## src/rtl/uart_pixel_streamer_pkg.sv

```systemverilog
// Shared types and defaults for the UART pixel streamer.
//   state_e : streamer FSM states
//   bsel_e  : which byte of the current entry goes out next
//   SYNC0_DEFAULT / SYNC1_DEFAULT : frame-header bytes
//   next_bsel() : byte-sequence successor (HDR0 -> HDR1 -> PIX_HI -> PIX_LO)
package uart_stream_pkg;

  typedef enum logic [1:0] {
    S_IDLE,
    S_ISSUE,
    S_WAIT,
    S_GUARD
  } state_e;

  typedef enum logic [1:0] {
    HDR0,
    HDR1,
    PIX_HI,
    PIX_LO
  } bsel_e;

  localparam logic [7:0] SYNC0_DEFAULT = 8'hAA;
  localparam logic [7:0] SYNC1_DEFAULT = 8'h55;

  // FIFO entry layout: {sof, pixel}
  localparam int unsigned ENTRY_W = 17;

  function automatic bsel_e next_bsel(input bsel_e b);
    unique case (b)
      HDR0:    next_bsel = HDR1;
      HDR1:    next_bsel = PIX_HI;
      PIX_HI:  next_bsel = PIX_LO;
      default: next_bsel = PIX_LO;
    endcase
  endfunction

endpackage

```

## src/rtl/uart_pixel_streamer_if.sv

```systemverilog
// Pixel stream bus from the capture logic into the streamer.
//   pix_data  : RGB565 pixel {hi_byte, lo_byte}
//   pix_valid : pixel present this cycle (source cannot stall)
//   pix_sof   : qualifies pix_valid, first pixel of a frame
//   pix_ready : sink FIFO not full
// master = pixel source, slave = streamer.
interface uart_pixel_streamer_if;
  logic [15:0] pix_data;
  logic        pix_valid;
  logic        pix_sof;
  logic        pix_ready;

  modport master (
    output pix_data,
    output pix_valid,
    output pix_sof,
    input  pix_ready
  );

  modport slave (
    input  pix_data,
    input  pix_valid,
    input  pix_sof,
    output pix_ready
  );
endinterface

```

## src/rtl/uart_pixel_streamer_fifo.sv

```systemverilog
// stream_fifo: synchronous FIFO with registered read data.
//   clk, reset     : clock, synchronous active-high reset
//   wr_en, din     : write request and data (ignored when full)
//   full           : no free entries
//   rd_en          : pop request (ignored when empty)
//   dout           : popped entry, valid the cycle after rd_en, held until the next pop
//   empty          : no stored entries
module stream_fifo #(
  parameter int unsigned WIDTH = 17,
  parameter int unsigned DEPTH = 16
) (
  input  logic             clk,
  input  logic             reset,
  input  logic             wr_en,
  input  logic [WIDTH-1:0] din,
  output logic             full,
  input  logic             rd_en,
  output logic [WIDTH-1:0] dout,
  output logic             empty
);

  localparam int unsigned AW = $clog2(DEPTH);

  // Extra MSB separates full from empty when the index bits match.
  logic [AW:0]      wptr_q, rptr_q;
  logic [WIDTH-1:0] mem_q [DEPTH];
  logic [WIDTH-1:0] dout_q;
  logic             do_wr, do_rd;

  always_comb begin
    empty = (wptr_q == rptr_q);
    full  = (wptr_q[AW] != rptr_q[AW]) && (wptr_q[AW-1:0] == rptr_q[AW-1:0]);
    do_wr = wr_en && !full;
    do_rd = rd_en && !empty;
    dout  = dout_q;
  end

  always_ff @(posedge clk) begin
    if (reset) begin
      wptr_q <= '0;
      rptr_q <= '0;
      dout_q <= '0;
    end else begin
      if (do_wr) wptr_q <= wptr_q + 1'b1;
      if (do_rd) begin
        rptr_q <= rptr_q + 1'b1;
        dout_q <= mem_q[rptr_q[AW-1:0]];
      end
    end
  end

  always_ff @(posedge clk) begin
    if (do_wr) mem_q[wptr_q[AW-1:0]] <= din;
  end

endmodule

```

## src/rtl/uart_pixel_streamer.sv

```systemverilog
// uart_pixel_streamer: buffers RGB565 pixels and feeds them to a byte-wide UART
// transmitter, prefixing each frame with a 2-byte sync header.
//   clk, reset    : clock, synchronous active-high reset (shared with the transmitter)
//   pix           : pixel stream bus (slave side), pix_ready = FIFO not full
//   overflow      : sticky, a valid pixel was dropped because the FIFO was full
//   tx_data       : byte to transmitter, stable from tx_start until tx_byte_sent
//   tx_start      : one-cycle start pulse to transmitter
//   tx_byte_sent  : one-cycle pulse from transmitter at end of data bits
//   busy          : FSM active or FIFO holding pixels
module uart_pixel_streamer
  import uart_stream_pkg::*;
#(
  parameter int unsigned FIFO_DEPTH   = 16,
  parameter int unsigned GUARD_CYCLES = 436,
  parameter logic [7:0]  SYNC0        = SYNC0_DEFAULT,
  parameter logic [7:0]  SYNC1        = SYNC1_DEFAULT
) (
  input  logic                  clk,
  input  logic                  reset,
  uart_pixel_streamer_if.slave  pix,
  output logic                  overflow,
  output logic [7:0]            tx_data,
  output logic                  tx_start,
  input  logic                  tx_byte_sent,
  output logic                  busy
);

  localparam int unsigned CW = $clog2(GUARD_CYCLES + 1);

  state_e               state_q, state_d;
  bsel_e                bsel_q, eff_bsel;
  logic                 first_q;
  logic [CW-1:0]        guard_q;
  logic [7:0]           tx_data_q;
  logic [7:0]           byte_mux;
  logic                 overflow_q;
  logic                 guard_done;

  logic                 fifo_wr, fifo_rd, fifo_full, fifo_empty;
  logic [ENTRY_W-1:0]   fifo_dout;

  stream_fifo #(
    .WIDTH (ENTRY_W),
    .DEPTH (FIFO_DEPTH)
  ) u_fifo (
    .clk   (clk),
    .reset (reset),
    .wr_en (fifo_wr),
    .din   ({pix.pix_sof, pix.pix_data}),
    .full  (fifo_full),
    .rd_en (fifo_rd),
    .dout  (fifo_dout),
    .empty (fifo_empty)
  );

  assign fifo_wr       = pix.pix_valid && !fifo_full;
  assign pix.pix_ready = !fifo_full;
  assign overflow      = overflow_q;
  assign guard_done    = (guard_q == '0);

  // The popped entry only becomes readable in S_ISSUE, so the first byte of a pixel
  // resolves its header/pixel choice from the entry's sof bit there.
  always_comb begin
    if (first_q) eff_bsel = fifo_dout[16] ? HDR0 : PIX_HI;
    else         eff_bsel = bsel_q;
  end

  always_comb begin
    byte_mux = 8'h00;
    unique case (eff_bsel)
      HDR0:   byte_mux = SYNC0;
      HDR1:   byte_mux = SYNC1;
      PIX_HI: byte_mux = fifo_dout[15:8];
      PIX_LO: byte_mux = fifo_dout[7:0];
    endcase
  end

  // FSM state register
  always_ff @(posedge clk) begin
    if (reset) state_q <= S_IDLE;
    else       state_q <= state_d;
  end

  // FSM next state
  always_comb begin
    state_d = state_q;
    unique case (state_q)
      S_IDLE:  if (!fifo_empty) state_d = S_ISSUE;
      S_ISSUE: state_d = S_WAIT;
      S_WAIT:  if (tx_byte_sent) state_d = S_GUARD;
      S_GUARD: begin
        if (guard_done) state_d = (bsel_q == PIX_LO) ? S_IDLE : S_ISSUE;
      end
    endcase
  end

  // FSM outputs; tx_data bypasses its register in S_ISSUE so data and start coincide.
  always_comb begin
    fifo_rd  = (state_q == S_IDLE) && !fifo_empty;
    tx_start = (state_q == S_ISSUE);
    tx_data  = (state_q == S_ISSUE) ? byte_mux : tx_data_q;
    busy     = (state_q != S_IDLE) || !fifo_empty;
  end

  // Datapath: byte select, guard counter, held tx byte, sticky overflow
  always_ff @(posedge clk) begin
    if (reset) begin
      bsel_q     <= HDR0;
      first_q    <= 1'b0;
      guard_q    <= '0;
      tx_data_q  <= 8'h00;
      overflow_q <= 1'b0;
    end else begin
      if (pix.pix_valid && fifo_full) overflow_q <= 1'b1;
      unique case (state_q)
        S_IDLE: begin
          if (!fifo_empty) first_q <= 1'b1;
        end
        S_ISSUE: begin
          first_q   <= 1'b0;
          bsel_q    <= eff_bsel;
          tx_data_q <= byte_mux;
        end
        S_WAIT: begin
          if (tx_byte_sent) guard_q <= CW'(GUARD_CYCLES - 1);
        end
        S_GUARD: begin
          if (!guard_done)              guard_q <= guard_q - 1'b1;
          else if (bsel_q != PIX_LO)    bsel_q  <= next_bsel(bsel_q);
        end
      endcase
    end
  end

endmodule

```

## src/flat_wrapper.sv

```systemverilog
// flat-port wrapper written by rule: the top's interface ports become plain ports
module uart_pixel_streamer_flat import uart_stream_pkg::*;
#(
  parameter int unsigned FIFO_DEPTH   = 16,
  parameter int unsigned GUARD_CYCLES = 436,
  parameter logic [7:0]  SYNC0        = SYNC0_DEFAULT,
  parameter logic [7:0]  SYNC1        = SYNC1_DEFAULT
)
  (clk, reset, overflow, tx_data, tx_start, tx_byte_sent, busy, pix_pix_data, pix_pix_valid, pix_pix_sof, pix_pix_ready);
  uart_pixel_streamer_if pix_i ();
  input  logic clk;
  input  logic reset;
  output logic overflow;
  output logic [7:0] tx_data;
  output logic tx_start;
  input  logic tx_byte_sent;
  output logic busy;
  input wire logic [$bits(pix_i.pix_data)-1:0] pix_pix_data;
  input wire logic [$bits(pix_i.pix_valid)-1:0] pix_pix_valid;
  input wire logic [$bits(pix_i.pix_sof)-1:0] pix_pix_sof;
  output wire logic [$bits(pix_i.pix_ready)-1:0] pix_pix_ready;
  assign pix_i.pix_data = pix_pix_data;
  assign pix_i.pix_valid = pix_pix_valid;
  assign pix_i.pix_sof = pix_pix_sof;
  assign pix_pix_ready = pix_i.pix_ready;
  uart_pixel_streamer #(.FIFO_DEPTH(FIFO_DEPTH), .GUARD_CYCLES(GUARD_CYCLES), .SYNC0(SYNC0), .SYNC1(SYNC1)) u_core (.clk(clk), .reset(reset), .pix(pix_i), .overflow(overflow), .tx_data(tx_data), .tx_start(tx_start), .tx_byte_sent(tx_byte_sent), .busy(busy));
endmodule
```

## config.mk

```make
export PLATFORM = sky130hd
export DESIGN_NAME = uart_pixel_streamer_flat
export DESIGN_NICKNAME = d
export VERILOG_FILES = /design/src/rtl/uart_pixel_streamer_pkg.sv /design/src/rtl/uart_pixel_streamer_if.sv /design/src/rtl/uart_pixel_streamer_fifo.sv /design/src/rtl/uart_pixel_streamer.sv /design/src/flat_wrapper.sv
export SDC_FILE = /design/constraint.sdc
export NUM_CORES = 1
export LEC_CHECK = 0
export CAP_MARGIN = 20
export CELL_PAD_IN_SITES_DETAIL_PLACEMENT = 1
export CELL_PAD_IN_SITES_GLOBAL_PLACEMENT = 2
export CORE_AREA = 4 4 169 171
export CTS_BUF_LIST = sky130_fd_sc_hd__clkbuf_4 sky130_fd_sc_hd__clkbuf_8
export DETAILED_ROUTE_END_ITERATION = 6
export DIE_AREA = 0 0 173 175
export PLACE_DENSITY_LB_ADDON = 0.12
export SYNTH_ARGS = -nofsm -noshare
export SYNTH_HDL_FRONTEND = slang
export SYNTH_SLANG_ARGS = --single-unit
```

## constraint.sdc

```tcl
create_clock -name clk -period 3.45 [get_ports clk]
set_input_delay 0.5175 -clock clk [delete_from_list [all_inputs] [get_ports clk]]
set_output_delay 0.5175 -clock clk [all_outputs]
set_load 0.005 [all_outputs]
```

# == Yosys cells after proc, flatten, opt, wreduce, memory -nomap -nowiden ==
# Memory sizes are Yosys's and may differ from the RTL's. A register that Yosys moved wholly into a read port is not among the register bits.
# Cells that the tools add are included.
# W data, S select, Z words.
# totals
reg_bits,33
ramBits,272
inputBits,21
out_inout_bits,12
wordCells,70
memories,1
# classes
addsub,3
eq_ne,17
muxes,20
n_reduce_logical,21
# memory_table
name,depth,word_bits,read_ports,rd_clocked_by_memory_dff,wr,line_no,rtl
u_core.u_fifo.mem_q,16,17,1,1,1,uart_pixel_streamer_fifo.sv:26,logic [WIDTH-1:0] mem_q [DEPTH];
# ops
operator,n
$pmux W8 S4,1
$mux W9,2
$pmux W9 S2,1
$mux W2,7
$add A5 B1 Y5 const B,2
$eq A2 B2 Y1 const B,5
$logic_not A9 Y1,1
$reduce_and A3 Y1,3
$sub A9 B1 Y9 const B,1
$mux W8,1
$ne A2 B2 Y1 const B,4
$pmux W2 S2,2
$pmux W2 S4,1
$reduce_bool A2 Y1,4
$eq A2 B1 Y1 const B,3
$logic_and A1 B1 Y1,6
$logic_not A2 Y1,3
$eq A5 B5 Y1,1
$eq A4 B4 Y1,1
$mux W1,4
$ne A2 B1 Y1 const B,2
$logic_not A1 Y1,2
$pmux W1 S2,1
$reduce_and A2 Y1,1
2 further kinds,2

# == Depth between registers and ports, before layout ==
# Gate-level depths: netlist (run 1).
# logic_depth
ltp_word,7
mapped_depth,8
mapped_depth_nobuf,7

# == Cells and area by module ==
# A second synthesis (run 1) with hierarchy kept.
# hier_totals
cells_unflattened,791
area_unflattened_um2,13087.6
# modules_own_cells
module,n_inst,cells_per_inst,area_per_inst_um2,seq_area_each_um2
stream_fifo,1,615,11718.7,8708.4
uart_pixel_streamer,1,176,1368.8,460.4

# == Least setup slack after synthesis (run 1) ==
# No wires, ideal clock.
# synth_path
path_type,register to register
from,reg u_core.u_fifo.rptr_q[1]
to,mem u_core.u_fifo.mem_q[0][0] (enable)
setup_time_ns,0.413
arrival_ns,2.403
t_required_ns,3.037
path_slack_ns,0.634
stages_incl_launch_ff,7
path_buffers,1
synth_period_minus_slack_ns,2.816
path_cell_list,dfxtp_1 buf_4 xnor2_1 nand4_1 o21a_1 nand2_1 nor3_1
# synth_via
elab_chain_len,7
# synth_lines
item,line_no,rtl
from (decl),uart_pixel_streamer_fifo.sv:25,"logic [AW:0] wptr_q, rptr_q;"
from (signal assigned),uart_pixel_streamer_fifo.sv:46,rptr_q <= rptr_q + 1'b1;
$eq A4 B4 Y1 (*),uart_pixel_streamer_fifo.sv:32,full = (wptr_q[AW] != rptr_q[AW]) && (wptr_q[AW-1:0] == rptr_q[AW-1:0]);
$logic_and A1 B1 Y1 (*),uart_pixel_streamer_fifo.sv:32,
$logic_not A1 Y1 (*),"uart_pixel_streamer_fifo.sv:33, uart_pixel_streamer.sv:56",
$logic_and A1 B1 Y1,uart_pixel_streamer.sv:56,assign fifo_wr = pix.pix_valid && !fifo_full;
$logic_and A1 B1 Y1 (*),uart_pixel_streamer_fifo.sv:33,do_wr = wr_en && !full;
$mux W1 (*),uart_pixel_streamer_fifo.sv:53,if (do_wr) mem_q[wptr_q[AW-1:0]] <= din;
$mux W1 (implied by the code) (*),uart_pixel_streamer_fifo.sv:53,
to (decl),uart_pixel_streamer_fifo.sv:26,
# Mark *: on every way between the ends. The rest lies on a longest branch, timed or not.

# == Final worst setup path (run 1) ==
# layout_path
from,reg u_core.state_q[1]
to,out tx_data[3]
# layout_via
elab_chain_len,2
# layout_lines
item,line_no,rtl
from (decl),uart_pixel_streamer.sv:30,"state_e state_q, state_d;"
from (signal assigned),uart_pixel_streamer.sv:81,else state_q <= state_d;
$eq A2 B1 Y1,uart_pixel_streamer.sv:101,tx_data = (state_q == S_ISSUE) ? byte_mux : tx_data_q;
$mux W8,--,
to (decl),flat_wrapper.sv:14,output logic [7:0] tx_data;
# No other way between the ends.

==> results.md, run 1 <==
- Critical path capture point type: output pin
- R2r setup slk: 830 ps
- Remaining antenna violation count: 0
- CTS root buf: clkbuf_8
- DP Wirelength: 18310 µm
- Max_slew headroom: 0.3839
- CTS resizes: 0
- Hold-fix buffers at CTS: 0
- Starting DRC count in detailed routing: 482
- Vias in the first global route: 7682
- Switch Pwr: 2.712 mW
- Clk_skew: 16.87 ps
- Via count: 7163
- Async set-reset flop share out of synthesis: 0
- Commonest non-fill, non-tap cells in the layout: 272 x edfxtp_1, 56 x clkbuf_8, 51 x mux4_2
- Wire per inst: 25.61 µm
- Top Family by Delay on Critical Path: compound AO/OA/AOI/OAI gates
- RSZ-0062 raised after global routing: no
- First-pass GRT wire length: 47790 µm
- Switching Share: 0.2789
- H-tree depth: 2
- Seq/Total Area, Yosys: 0.7106
- Combinational share of power: 0.193
- Max_cap viols: 0
- DP Area: 13680 µm²
- Worst-Margin Slew: 924.2 ps
- Slew Viols, Final: 0
- Pin count of the biggest net entering global routing: 103
- Final Hold Fails: 0
- Core Util, Final: 0.5476
- Max VDD drop: 0.0003553 V
- Number of synthesized register bits: 322
- PD cells: 660.6 nW/µm²
- Final Wtd Congestion: 0.7656
- Clock power share: 0.328
- Nets: 875
- Critical Path Max Stage Delay: 580 ps
- Skew-Pair Late Insertion Delay: 590 ps
- Initial Util: 0.4801
- CP max stage cell: ha_1
- Tcrit/Tclk final: 0.9362
- Tot Pwr: 9.723 mW
- Setup Fix Bufs, Post-CTS: 0
- Kind of critical path: reg -> out
- Die width: 173 µm
- Startpoint Class: flip-flop
- Clk slew on worst S/H paths: 60 ps
- WL final: 31390 µm
- Clock buffers created by TritonCTS: 52
- Pre-Repair DR Iteration Count: 6
- Synth Net Count: 809
- Yosys warnings: 0
- Die footprint: 30280 µm²
- Mapped Area: 12900 µm²
- Worst EP arrival: 2710 ps
- Synth top area share: 0.6330
- Clock sinks: 322
- Initial antenna violation count: 1
- Area growth syn-to-layout: 14.07%
- Synth Area per Inst: 16.58 µm²
- Setup TNS: 0 ps
- Post-synth top area cell: edfxtp_1
- Synth area leaders: edfxtp_1 63%, mux4_2 8.9%, dfxtp_1 7.8%
- Min Tclk post-route: 3230 ps
- Core Box Area: 26880 µm²
- Leak: 4.698 nW
- Post-synthesis cell count: 778
- P_int: 7.011 mW
- Total buffers and inverters traversed by the critical path: 2
- Clk buf depth: 3
- CTS tree: built
- Max Clock Freq: 0.3096 GHz
- Total global-route track usage: 0.2083
- Most common cell after layout, fill and taps aside: edfxtp_1
- CP cell instances: inv_1 > ha_1 > o311ai_1 > o22a_1 > clkdlybuf4s50_1
- Number of enable flip-flop cells after synthesis: 272
- Num rows: 60
- I/O Buffers: 32
- Post-synth cell types: 51
- Final Instance Area: 14720 µm²
- Part of the power in registers: 0.478
- I/O pins: 33
- Synth Flop Type: edfxtp_1
- # setup viols final: 0
- Critical Path RT: 2930 ps
- Run status: completed
- Layout cells sized above 1: 0.2523
- Vias per Instance: 5.843
- Worst min path class: in -> reg
- # DRC: 0
- Gr ovfl total: 0
- Crit Path Max Fanout: 19
- Die H: 175 µm
-- final cells by class --
class                      count  area [µm²]
antenna                        1       2.502
clock buffer                  77       928.4
clock inverter                17       87.58
fill                        2500       12160
inverter                      12       45.04
multi-input combinational    397        3482
sequential                   322        9178
tap                          341       426.7
timing repair buffer          59       568.0
-- final timing paths --
check                          start                         end  cells after the start
max                u_core.state_q[1]                  tx_data[3]                      5
min                            reset         u_core.tx_data_q[1]                      2
max reg2reg  u_core.u_fifo.rptr_q[0]  u_core.u_fifo.mem_q[8][13]                      6
min reg2reg          u_core.overflow             u_core.overflow                      2
-- worst reg2reg max path, delay by kind of cell, from the launching register on --
kind	cells	cell delay (ps)
compound gates	1	310
simple gates	3	960
xor+xnor	1	160
flops	1	650
buf+inv	1	220
-- layer usage --
metal,global-route usage,vias up,share of wire
met5,0,-,0
met4,0.05454,0,0.019
met3,0.03418,50,0.048
met2,0.3511,197,0.50
met1,0.2857,3709,0.43
li1,-,3207,-
-- registers in the layout, indices dropped and copies added, names as in the netlist --
signal,count
u_core.u_fifo.rptr_q,5
u_core.u_fifo.dout,17
u_core.guard_q,9
u_core.first_q,1
u_core.bsel_q,2
u_core.overflow,1
u_core.u_fifo.mem_q,272
u_core.tx_data_q,8
u_core.u_fifo.wptr_q,5
u_core.state_q,2
-- power groups by stage --
stage | clock (mW) | combinational [mW] | sequential, mW
after floorplan | 0 | 1.34 | 4.58
after global placement | 0 | 1.85 | 4.72
after detailed placement | 0 | 1.90 | 4.73
after CTS | 3.28 | 1.91 | 4.65
after global routing | 3.48 | 2.07 | 4.68
final | 3.19 | 1.88 | 4.65
-- cell usage after synthesis (all sizes together), types with 2 or more instances --
cell type  instances
nand3              5
o211ai             6
o22a               4
nand2b             6
a211oi            41
dfxtp             50
a21oi             19
nor3              40
clkbuf            27
o22ai             17
or2b               2
nand2             22
or4                2
xor2               5
mux4              51
a311oi             3
a31oi              3
o21a               4
mux2              34
or3                3
xnor2              7
buf               20
mux2i              2
inv               12
nor2b             29
nor2              53
nand4              3
ha                10
o21ai             14
edfxtp           272
-- cells by family (layout without fill, tap and decap cells) --
family,Yosys count,count (layout),synth area share
AOI/OAI and AO/OA,118,118,0.06187
and+or+nand+nor,170,170,0.06614
other,0,1,0
adders and majority gates,10,10,0.009697
buffers and inverters,59,165,0.02327
DFF,322,322,0.7106
muxes,87,87,0.1202
xor gates and xnor gates,12,12,0.008146
-- per-stage QoR --
| step | hold slack [ps] | cells | worst slack, ps |
|---|---|---|---|
| floorplan | 449.8 | 778 | 634.1 |
| global placement | 452.2 | 1130 | 899.6 |
| detailed placement | 467.5 | 1130 | 805.7 |
| CTS | 485.0 | 1224 | 185.6 |
| global route | 278.3 | 1226 | 35.90 |
| finish | 295.8 | 1226 | 220.2 |
Note: power is estimated with default switching activity, not from simulation.
==> run 2, diff against run 1 <==
--- a/config.mk
+++ b/config.mk
@@ -13,6 +13,8 @@
 export DETAILED_ROUTE_END_ITERATION = 6
 export DIE_AREA = 0 0 173 175
 export PLACE_DENSITY_LB_ADDON = 0.12
+export RECOVER_POWER = 25
+export SLEW_MARGIN = 10
 export SYNTH_ARGS = -nofsm -noshare
 export SYNTH_HDL_FRONTEND = slang
 export SYNTH_SLANG_ARGS = --single-unit
==> results.md, run 2 (synthesized netlist as in run 1, its figures left out) <==
- Max VDD drop: 0.0003553 V (about the same)
- Multi-input gate area: 3482 µm² (unchanged)
- Critical Path RT: 2930 ps (about the same)
- FF-to-FF path depth: 6 (unchanged)
- Worst hold path endpoint: u_core.tx_data_q[1]
- Worst EP arrival: 2710 ps (about the same)
- Die width: 173 µm (unchanged)
- Total global-route track usage: 0.2083 (unchanged)
- Initial Util: 0.4801 (unchanged)
- PD cells: 660.4 nW/µm² (about the same)
- Clk buf depth: 3 (unchanged)
- Leak: 4.701 nW (about the same)
- Placed cell count: 1130 (unchanged)
- Kind of critical path: reg -> out
- Wire per inst: 25.61 µm (about the same)
- RSZ-0062 raised after global routing: no
- Max reg flops: 272 (unchanged)
- H-tree depth: 2 (unchanged)
- Starting DRC count in detailed routing: 483 (+0.21%)
- Worst min path class: in -> reg
- Pre-Repair DR Iteration Count: 6 (unchanged)
- Min Tclk post-route: 3230 ps (-0.04900 ps)
- Tcrit/Tclk final: 0.9362 (about the same)
- Worst hold stages: 2 (unchanged)
- # setup viols final: 0 (unchanged)
- Die H: 175 µm (unchanged)
- Clock sinks: 322 (unchanged)
- Total buffers and inverters traversed by the critical path: 2 (unchanged)
- Die footprint: 30280 µm² (unchanged)
- I/O pins: 33 (unchanged)
- Crit Path Max Fanout: 19 (unchanged)
- Dpl ws: 805.7 ps (unchanged)
- Top Family by Delay on Critical Path: compound AO/OA/AOI/OAI gates
- Startpoint Class: flip-flop
- Critical path capture point type: output pin
- Nets: 875 (unchanged)
- Num rows: 60 (unchanged)
- Non-Filler Instances: 1226 (unchanged)
- WL final: 31400 µm (about the same)
- CP cell instances: inv_1 > ha_1 > o311ai_1 > o22a_1 > clkdlybuf4s50_1
- Final Hold Fails: 0 (unchanged)
- I/O Buffers: 32 (unchanged)
- Clk slew on worst S/H paths: 60 ps (about the same)
- Via count: 7169 (+0.084%)
- Initial antenna violation count: 1 (unchanged)
- Max_slew headroom: 0.3827 (-0.001172)
- Fin worst setup slack: 220.2 ps (+0.04900 ps)
- Commonest non-fill, non-tap cells in the layout: 272 x edfxtp_1, 56 x clkbuf_8, 51 x mux4_2
- Remaining antenna violation count: 0 (unchanged)
- Layout cells sized above 1: 0.2523 (unchanged)
- Worst-Margin Slew: 926.0 ps (+1.758 ps)
- CTS root buf: clkbuf_8
- Setup Fix Bufs, Post-CTS: 0 (unchanged)
- Final Instance Area: 14720 µm² (unchanged)
- DP Wirelength: 18310 µm (unchanged)
- Skew-Pair Late Insertion Delay: 590 ps (about the same)
- # DRC: 0 (unchanged)
- CTS resizes: 0 (unchanged)
- Final Wtd Congestion: 0.7656 (unchanged)
- Clk_skew: 16.46 ps (-0.4166 ps)
- Worst R2R End: u_core.u_fifo.mem_q[8][13]
- Worst hold start: reset
- R2R Path Start: u_core.u_fifo.rptr_q[0]
- FF+latch area: 9178 µm² (unchanged)
- Fillers: 2500 (unchanged)
- Clock buffers created by TritonCTS: 52 (unchanged)
- Max Clock Freq: 0.3096 GHz (about the same)
- Core Box Area: 26880 µm² (unchanged)
- Hold-fix buffers at CTS: 0 (unchanged)
- R2r setup slk: 830 ps (about the same)
- First-pass GRT wire length: 47790 µm (unchanged)
- Area growth syn-to-layout: 14.07% (unchanged)
- CTS tree: built
- Vias in the first global route: 7682 (unchanged)
- Tot Pwr: 9.720 mW (about the same)
- Critical Path Max Stage Delay: 580 ps (about the same)
- Vias per Instance: 5.847 (about the same)
- Setup TNS: 0 ps (unchanged)
- Pin count of the biggest net entering global routing: 103 (unchanged)
- CP max stage cell: ha_1
- DP Area: 13680 µm² (unchanged)
- Run status: completed
- Slew Viols, Final: 0 (unchanged)
- Gr ovfl total: 0 (unchanged)
- Max_cap viols: 0 (unchanged)
- Most common cell after layout, fill and taps aside: edfxtp_1
==> run 2: report_power, final <==
part	switching, mW	total (mW)	leakage, nW	internal (mW)
combinational	1.01	1.88	1.29	0.861
clock	1.47	3.19	0.544	1.72
sequential	0.229	4.65	2.87	4.42
==> run 2: worst max-delay path by stage <==
stage / start / end / slack (ps) / depth (start not counted)
after global routing: u_core.state_q[1] / tx_data[7] / 40 / 5
after global placement: u_core.state_q[1] / tx_data[7] / 900 / 5
final: u_core.state_q[1] / tx_data[3] / 220 / 5
after CTS: u_core.state_q[1] / tx_data[7] / 190 / 5
after floorplan: u_core.u_fifo.rptr_q[1] / u_core.u_fifo.mem_q[0][0] / 630 / 6
after detailed placement: u_core.state_q[1] / tx_data[7] / 810 / 5
==> run 2: metrics by stage <==
stage | util | hold WS [ps]
after floorplan | - | 449.8
after global placement | 0.5090 | 452.2
after detailed placement | 0.5090 | 467.5
after CTS | 0.5468 | 485.0
after global routing | 0.5476 | 278.3
final | 0.5476 | 295.7
==> run 2: layout make-up <==
type	instances	share of cell area
diodes	1	0.0001700
clock buffers	77	0.06308
clock inverters	17	0.005951
inverters	12	0.003060
multi-input cells	397	0.2366
flip-flops and latches	322	0.6236
well taps	341	0.02899
repair buffers	59	0.03860
==> run 2: worst register-to-register path, stage by stage, from the launching register on <==
cell and delay (ps):
dfxtp_2 650, xnor2_1 160, nand4_1 360, o21a_1 310
nand2_1 190, nor2_2 410, buf_12 220
==> run 2: metal layers <==
| metal | routed length [µm] | vias up | GRT usage | part of all wire |
|---|---|---|---|---|
| met3 | 1529 | 50 | 0.03418 | 0.049 |
| met2 | 15650 | 198 | 0.3511 | 0.50 |
| met4 | 612 | 0 | 0.05454 | 0.019 |
| met1 | 13610 | 3714 | 0.2857 | 0.43 |
| met5 | 0 | - | 0 | 0 |
| li1 | - | 3207 | - | - |
==> run 3, diff against run 2 <==
--- a/config.mk
+++ b/config.mk
@@ -10,8 +10,10 @@
 export CELL_PAD_IN_SITES_GLOBAL_PLACEMENT = 2
 export CORE_AREA = 4 4 169 171
 export CTS_BUF_LIST = sky130_fd_sc_hd__clkbuf_4 sky130_fd_sc_hd__clkbuf_8
+export CTS_CLUSTER_DIAMETER = 120
 export DETAILED_ROUTE_END_ITERATION = 6
 export DIE_AREA = 0 0 173 175
+export GPL_ROUTABILITY_DRIVEN = 0
 export PLACE_DENSITY_LB_ADDON = 0.12
 export RECOVER_POWER = 25
 export SLEW_MARGIN = 10
==> results of run 3 <==
Final layout, timing and power as in run 2 (identical DEF).
